<file path="src/rtl/mem_arbiter.sv">
// N-channel arbiter sharing one single-port memory slave between byte-access masters.
// Round-robin or fixed-priority grant, one transfer at a time, with a ready timeout that returns an error ack.
module mem_arbiter #(
    parameter int CHANNELS = 3,
    parameter int AW       = 26,
    parameter int DW       = 8,
    parameter int MODE     = 0,
    parameter int TIMEOUT  = 255
) (
    input  logic                   clock,
    input  logic                   reset,
    input  logic [CHANNELS-1:0]    ch_req,
    input  logic [CHANNELS-1:0]    ch_we,
    input  logic [CHANNELS*AW-1:0] ch_address,
    input  logic [CHANNELS*DW-1:0] ch_wdata,
    output logic [CHANNELS-1:0]    ch_ack,
    output logic                   ch_err,
    output logic [DW-1:0]          ch_rdata,
    output logic                   mem_req,
    output logic                   mem_we,
    output logic [AW-1:0]          mem_address,
    output logic [DW-1:0]          mem_wdata,
    input  logic [DW-1:0]          mem_rdata,
    input  logic                   mem_ready
);

    localparam int              PW   = (CHANNELS > 1) ? $clog2(CHANNELS) : 1;
    localparam int              TW   = $clog2(TIMEOUT + 1);
    localparam logic [PW:0]     NCH  = (PW + 1)'(CHANNELS);
    localparam logic [PW-1:0]   LAST = PW'(CHANNELS - 1);
    localparam logic [TW-1:0]   TMAX = TW'(TIMEOUT);

    typedef enum logic [1:0] {IDLE, ISSUE, WAIT, DONE} state_t;

    state_t              state;
    logic [PW-1:0]       rr_ptr;
    logic [PW-1:0]       grant;
    logic [PW-1:0]       winner;
    logic                found;
    logic [PW:0]         scan;
    logic [TW-1:0]       timer;
    logic                sel_we;
    logic [AW-1:0]       sel_address;
    logic [DW-1:0]       sel_wdata;
    logic [CHANNELS-1:0] grant_oh;

    // Scan order starts at rr_ptr (round-robin) or at 0 (fixed priority); first requester wins.
    always_comb begin
        found  = 1'b0;
        winner = '0;
        scan   = '0;
        for (int i = 0; i < CHANNELS; i++) begin
            if (MODE == 0) begin
                scan = {1'b0, rr_ptr} + (PW + 1)'(i);
                if (scan >= NCH) scan = scan - NCH;
            end else begin
                scan = (PW + 1)'(i);
            end
            if (!found && ch_req[scan[PW-1:0]]) begin
                found  = 1'b1;
                winner = scan[PW-1:0];
            end
        end
    end

    always_comb begin
        sel_we      = 1'b0;
        sel_address = '0;
        sel_wdata   = '0;
        grant_oh    = '0;
        for (int i = 0; i < CHANNELS; i++) begin
            if (winner == PW'(i)) begin
                sel_we      = ch_we[i];
                sel_address = ch_address[i*AW +: AW];
                sel_wdata   = ch_wdata[i*DW +: DW];
            end
            grant_oh[i] = (grant == PW'(i));
        end
    end

    // Handshake: mem_req is a level held from ISSUE through the last WAIT cycle with mem_* stable;
    // the slave answers with a mem_ready level, which is only honoured in WAIT. The master sees a
    // single-cycle ch_ack (with ch_err) in DONE; ch_req is a level sampled only in IDLE.
    always_ff @(posedge clock) begin
        if (reset) begin
            state       <= IDLE;
            rr_ptr      <= '0;
            grant       <= '0;
            timer       <= '0;
            ch_ack      <= '0;
            ch_err      <= 1'b0;
            ch_rdata    <= '0;
            mem_req     <= 1'b0;
            mem_we      <= 1'b0;
            mem_address <= '0;
            mem_wdata   <= '0;
        end else begin
            case (state)
                IDLE: begin
                    if (found) begin
                        grant       <= winner;
                        mem_we      <= sel_we;
                        mem_address <= sel_address;
                        mem_wdata   <= sel_wdata;
                        mem_req     <= 1'b1;
                        state       <= ISSUE;
                    end
                end
                ISSUE: begin
                    timer <= '0;
                    state <= WAIT;
                end
                WAIT: begin
                    if (mem_ready) begin
                        if (!mem_we) ch_rdata <= mem_rdata;
                        ch_err  <= 1'b0;
                        ch_ack  <= grant_oh;
                        mem_req <= 1'b0;
                        state   <= DONE;
                    end else if (timer == TMAX) begin
                        ch_err  <= 1'b1;
                        ch_ack  <= grant_oh;
                        mem_req <= 1'b0;
                        state   <= DONE;
                    end else begin
                        timer <= timer + TW'(1);
                    end
                end
                DONE: begin
                    ch_ack <= '0;
                    ch_err <= 1'b0;
                    if (MODE == 0) rr_ptr <= (grant == LAST) ? '0 : grant + PW'(1);
                    state  <= IDLE;
                end
                default: state <= IDLE;
            endcase
        end
    end

endmodule

</file>
<file path="config.mk">
export PLATFORM = sky130hd
export DESIGN_NAME = mem_arbiter
export DESIGN_NICKNAME = d
export VERILOG_FILES = /design/src/rtl/mem_arbiter.sv
export SDC_FILE = /design/constraint.sdc
export NUM_CORES = 1
export LEC_CHECK = 0
export CAP_MARGIN = 20
export CORE_MARGIN = 10
export CORE_UTILIZATION = 36
export DETAILED_ROUTE_END_ITERATION = 8
export PLACE_DENSITY = 0.86
export SLEW_MARGIN = 20
export SYNTH_ARGS = -nofsm -noshare
export SYNTH_HDL_FRONTEND = slang
export SYNTH_SLANG_ARGS = --single-unit
export TNS_END_PERCENT = 30
</file>
<file path="constraint.sdc">
create_clock -name clock -period 2.3 [get_ports clock]
set_input_delay 0.23 -clock clock [delete_from_list [all_inputs] [get_ports clock]]
set_output_delay 0.23 -clock clock [all_outputs]
set_load 0.03 [all_outputs]
</file>
After elaboration in Yosys (flattened, before gate mapping). Index checks and enable logic that the tools add are counted.

Register bits after elaboration: 62. Word-level logic and storage cells: 95.

Add/subtract/negate cells: 7. Order comparisons: 6. Equal/unequal tests: 12. Muxes and demuxes: 42. Bitwise logic cells: 1. Reduce and logical (&&, ||, !) cells: 16.

Operator list (count): 26-bit 2-to-1 mux (3); 8-bit 2-to-1 mux (5); 2-bit 2-to-1 mux (10); 8-bit one-hot mux with 2 select lines (1); 1-bit 2-to-1 mux (14); 2-bit by 3-bit less-than comparator with 1-bit output, second input constant (3); 3-bit AND reduction (3); 8-bit by 1-bit adder with 8-bit output, second input constant (1); 2-bit equality test, second input constant (4); 8-bit equality test, second input constant (1); 2-bit one-hot mux with 4 select lines (1); 1-bit binary-select mux with 2-bit select (3); 2-bit by 1-bit equality test with 1-bit output, second input constant (3); 3-bit by 2-bit >= comparator with 1-bit output, second input constant (2); 2-bit zero test (3); 3-bit 2-to-1 mux (2); 2-bit inequality test, second input constant (3); 3-bit one-hot mux with 2 select lines (1); 2-bit AND reduction (3); 2-bit nonzero test (3); 2-bit subtractor, second input constant (3); 1-bit one-hot mux with 2 select lines (2); 2-bit by 1-bit adder with 3-bit output, second input constant (1); 2-bit by 2-bit adder with 3-bit output, second input constant (1); 6 further kinds (8).

Depth between registers and ports, before layout.
Word-level depth: 15. Gate-level depth with buffers: 11. Mapped depth without buffers: 8.

Least setup slack after synthesis. Ideal clock, no wire load.

Path type: reg2reg. Start: register rr_ptr[0]. End: register mem_address[19]. Setup time: 0.117 ns. Data arrival time: 2.293 ns. Required time: 2.183 ns. Slack: -0.110 ns. Cell stages (with the launch flop): 11. Buffers on the path: 2. Cells stage by stage: dfxtp_1 > inv_1 > ha_1 > buf_2 > nor2b_1 > o21ai_1 > o21ai_1 > buf_2 > mux2_1 > mux2_2 > a22o_1.

Longest elaborated chain between the ends: 15. Elaborated cells between the ends (all ways): 34. Classes of those cells: 5 x add/sub; 3 x order compare; 2 x eq/ne; 18 x mux; 6 x reduce/logical.

Ends and longest elaborated chain: from (decl) (line 36) `logic [PW-1:0] rr_ptr;`; from (signal assigned) (line 132) `if (MODE == 0) rr_ptr <= (grant == LAST) ? '0 : grant + PW'(1);`; branches (longest 15 deep; another with 2-bit by 1-bit adder with 3-bit output); to (signal assigned) (line 103) `mem_address <= sel_address;`; to (decl) (line 21) `output logic [AW-1:0] mem_address,`.

Several ways; the timed one is not identified. The select of a mux whose other input is x is not followed. A chain may end at the register's enable or synchronous reset.

Final worst setup path.
Start: register rr_ptr[0]. End: register mem_address[20].

The elaborated chain is that of the path after synthesis.

==> flow_metrics.py <==
metrics = {
    "global_route": {
        "met3_usage_pct": 10.13,
        "antenna_found_initial": 0,
        "grt_pass1_wl_mm": 19.54,
        "grt.total_usage_pct": 18.36,
        "use_met1_pct": 17.36,
        "grt_use_met2_pct": 33.26,
        "grt_pass1_vias": 3975,
        "grt_max_degree": 35,
        "grt_overflow": 0,
        "gr-max-usage-layer": "met2",
    },
    "yosys": {
        "ys.warnings.count": 0,
        "synthAdderAreaFrac_pct": 3.422,
        "synthXorXnorAreaFrac_pct": 1.597,
        "yosysUniqueCellTypes": 45,
        "syn_nets": 500,
        "async_flop_share_pct": 0,
        "postSynthCellCount": 372,
        "seq_area_frac_synth_pct": 37.72,
        "muxShareOfSynthArea_pct": 11.75,
        "synth_top_family_by_area": "simple AND/OR/NAND/NOR gates",
        "syn_avg_cell_area_um2": 8.846,
        "synthSimpleGateAreaFrac_pct": 21.06,
        "synth_seq_cells": 62,
        "ys.flop_type": "dfxtp_1",
        "synth_compound_area_share_pct": 20.08,
        "synth_area_mm2": 0.003291,
        "synth_edf_count": 0,
    },
    "setup_path": {
        "crit_arrival_ps": 2690,
        "critPathKind": "reg -> reg",
        "path_cells": "inv_4 > ha_4 > buf_6 > nand2_1 > o221ai_2 > nor2_2 > a211oi_4 > buf_6 > clkbuf_16 > mux2_4 > a22o_1",
        "crit_path_max_incr_delay_ps": 380,
        "critical-path-top-delay-family": "compound AO/OA/AOI/OAI gates",
        "path_max_fanout": 5,
        "crit_required_ps": 2530,
        "path_buf_inv": 4,
        "worst_setup_path_start_kind": "flop",
        "cpMostUsedCell": "buf_6",
        "worst_path_max_delay_cell": "dfxtp_4",
        "crit_path_end_kind": "flop",
    },
    "layout": {
        "finish.utilization_pct": 66.51,
        "antennaDiodeCount": 0,
        "finalNonFillerCells": 677,
        "layout-drive-gt1-share_pct": 17.75,
        "nets": 692,
        "multi_input_area_mm2": 0.002146,
        "syn_to_final_growth_pct": 77.98,
        "seq_area_mm2": 0.001249,
        "nFillCells": 659,
    },
    "clocking": {
        "cts_hold_buf": 0,
        "cts.path.max_buffers": 2,
        "cts_buffers": 9,
        "cts.sinks": 62,
        "cts_root_buf": "clkbuf_8",
        "clock_latency_ps": 340,
        "cts_tree": "yes",
        "h-tree-depth": 3,
        "clkTransAtPathRegs_ps": 80,
    },
    "timing": {
        "finalSetupTns_ps": -2334,
        "timing.fmax_mhz": 406.2,
        "fin_ws_ps": -161.8,
        "fin_crit_sh_pct": 107.0,
        "worst_slew_pin_slew_ps": 514.5,
        "grt_setup_unrepaired": "yes",
        "slew_headroom_pct": 65.59,
        "fin_crit_ps": 2462,
        "hold_ws_ps": 474.9,
        "setup_viol": 34,
        "hold_viol_final": 0,
        "finClkSkew_ps": 12.58,
        "maxSlewViolCount": 0,
    },
    "run_status": {
        "outcome": "finished, violations left",
        "violations": "negative setup slack",
    },
    "drt": {
        "wirelength_mm": 13.19,
        "drc": 0,
        "drtIter0Drc": 157,
        "wl_per_cell_um": 19.49,
        "ant_nets": 0,
        "first_pass_iters": 4,
        "via_per_inst": 5.357,
        "via_count": 3627,
    },
    "floorplan": {
        "boundaryPins": 167,
        "dieArea_mm2": 0.01336,
        "num_rows": 34,
        "die_w_um": 115.6,
        "die_h_um": 115.6,
        "start_util_pct": 37.37,
        "coreArea_mm2": 0.008806,
    },
    "pwr": {
        "irDropWorstVdd_mv": 0.5659,
        "power_density_mw_per_mm2": 995.3,
        "leakagePower_nw": 2.259,
    },
    "placement": {
        "dp_slack_ps": -253.2,
        "dpl.hpwl_mm": 9.369,
        "place.gp.congestion": 0.7864,
        "portBuffers": 166,
        "dp_cells": 644,
    },
    "hold_path": {
        "holdCritPathClass": "reg -> reg",
    },
    "job": {
        "maxCapViolations": 0,
    },
}
==> final timing paths <==
| kind | endpoint | cells after the start | startpoint | slack (ps) |
|---|---|---|---|---|
| worst max register to register | mem_address[20] | 11 | rr_ptr[0] | -160 |
| worst max-delay path | mem_address[20] | 11 | rr_ptr[0] | -160 |
| worst min register to register | mem_address[12] | 1 | mem_address[12] | 470 |
| worst min-delay path | mem_address[12] | 1 | mem_address[12] | 470 |
==> Yosys cell counts (9+ instances only) <==
cell type / instances / area, µm²
a22o_1: 10 / 87.58
a32o_1: 24 / 240.2
clkbuf_1: 19 / 71.32
dfxtp_1: 62 / 1241
ha_1: 9 / 112.6
mux2_1: 10 / 112.6
mux2_2: 11 / 123.9
mux2i_1: 15 / 150.1
nand2_1: 33 / 123.9
nor2_1: 58 / 217.7
o21a_1: 25 / 187.7
or3_1: 24 / 150.1
==> kinds of logic (layout without fill, tap and decap cells) <==
group,after synthesis,count (layout)
AO/OA/AOI/OAI,82,83
XOR/XNOR,6,6
adder cells (fa/ha/maj),9,9
buffers and inverters,32,228
flip-flops,62,62
multiplexers,36,36
AND/OR/NAND/NOR,145,145
==> placed cells by master (no fill, tap or decap), drive strengths merged, types with 3 or more instances in the layout <==
| master | n |
|---|---|
| nand2b | 5 |
| nand2 | 33 |
| nor2 | 59 |
| xnor2 | 3 |
| nor3 | 4 |
| clkbuf | 12 |
| a32o | 24 |
| a21oi | 6 |
| clkdlybuf4s50 | 166 |
| dfxtp | 62 |
| or3 | 24 |
| buf | 38 |
| clkinv | 4 |
| nand3 | 3 |
| nand3b | 4 |
| o21a | 25 |
| xor2 | 3 |
| mux2 | 21 |
| a22o | 10 |
| inv | 6 |
| nor2b | 3 |
| ha | 9 |
| mux2i | 15 |
| o21ai | 8 |
==> metrics by stage <==
stage | area [µm²] | power (W)
6_report | 5857 | 0.005829
5_1_grt | 5857 | 0.006121
4_1_cts | 5694 | 0.005693
3_5_place_dp | 5213 | 0.004476
3_3_place_gp | 5213 | 0.004386
2_1_floorplan | 3299 | 0.003260
==> report_power, final <==
part           leakage [nW]  switching (W)  total (W)  internal, W
clock network        0.0996       0.000472   0.000975     0.000504
logic                  1.65        0.00166    0.00325      0.00159
registers             0.510       0.000208    0.00160      0.00140
==> flip-flops by register name (all words and copies together) (netlist names) <==
register     count
ch_err           1
grant            2
state            2
ch_ack           3
timer            8
ch_rdata         8
mem_we           1
mem_wdata        8
mem_req          1
rr_ptr           2
mem_address     26
==> final cells by class <==
class                           instances  share of cell area, %
Clock buffer                            9                  2.115
Clock inverter                          7                  1.260
Inverter                                5                 0.4059
Multi-Input combinational cell        279                  36.64
Sequential cell                        62                  21.32
Tap cell                              108                  2.307
Timing Repair Buffer                  207                  35.95
==> layer usage <==
layer	vias to the layer above	wire length [µm]
li1	1726	-
met1	1706	4541
met2	176	6823
met3	19	1614
met4	0	212
met5	-	0
==> timing repair <==
item	in CTS	in global routing
setup buffers	10	3
pin swaps	19	22
resized for setup	37	25
endpoints found under the setup margin	35	37
hold endpoints to repair	0	0
gates cloned	2	4
Power figures use the tool's default switching activity.
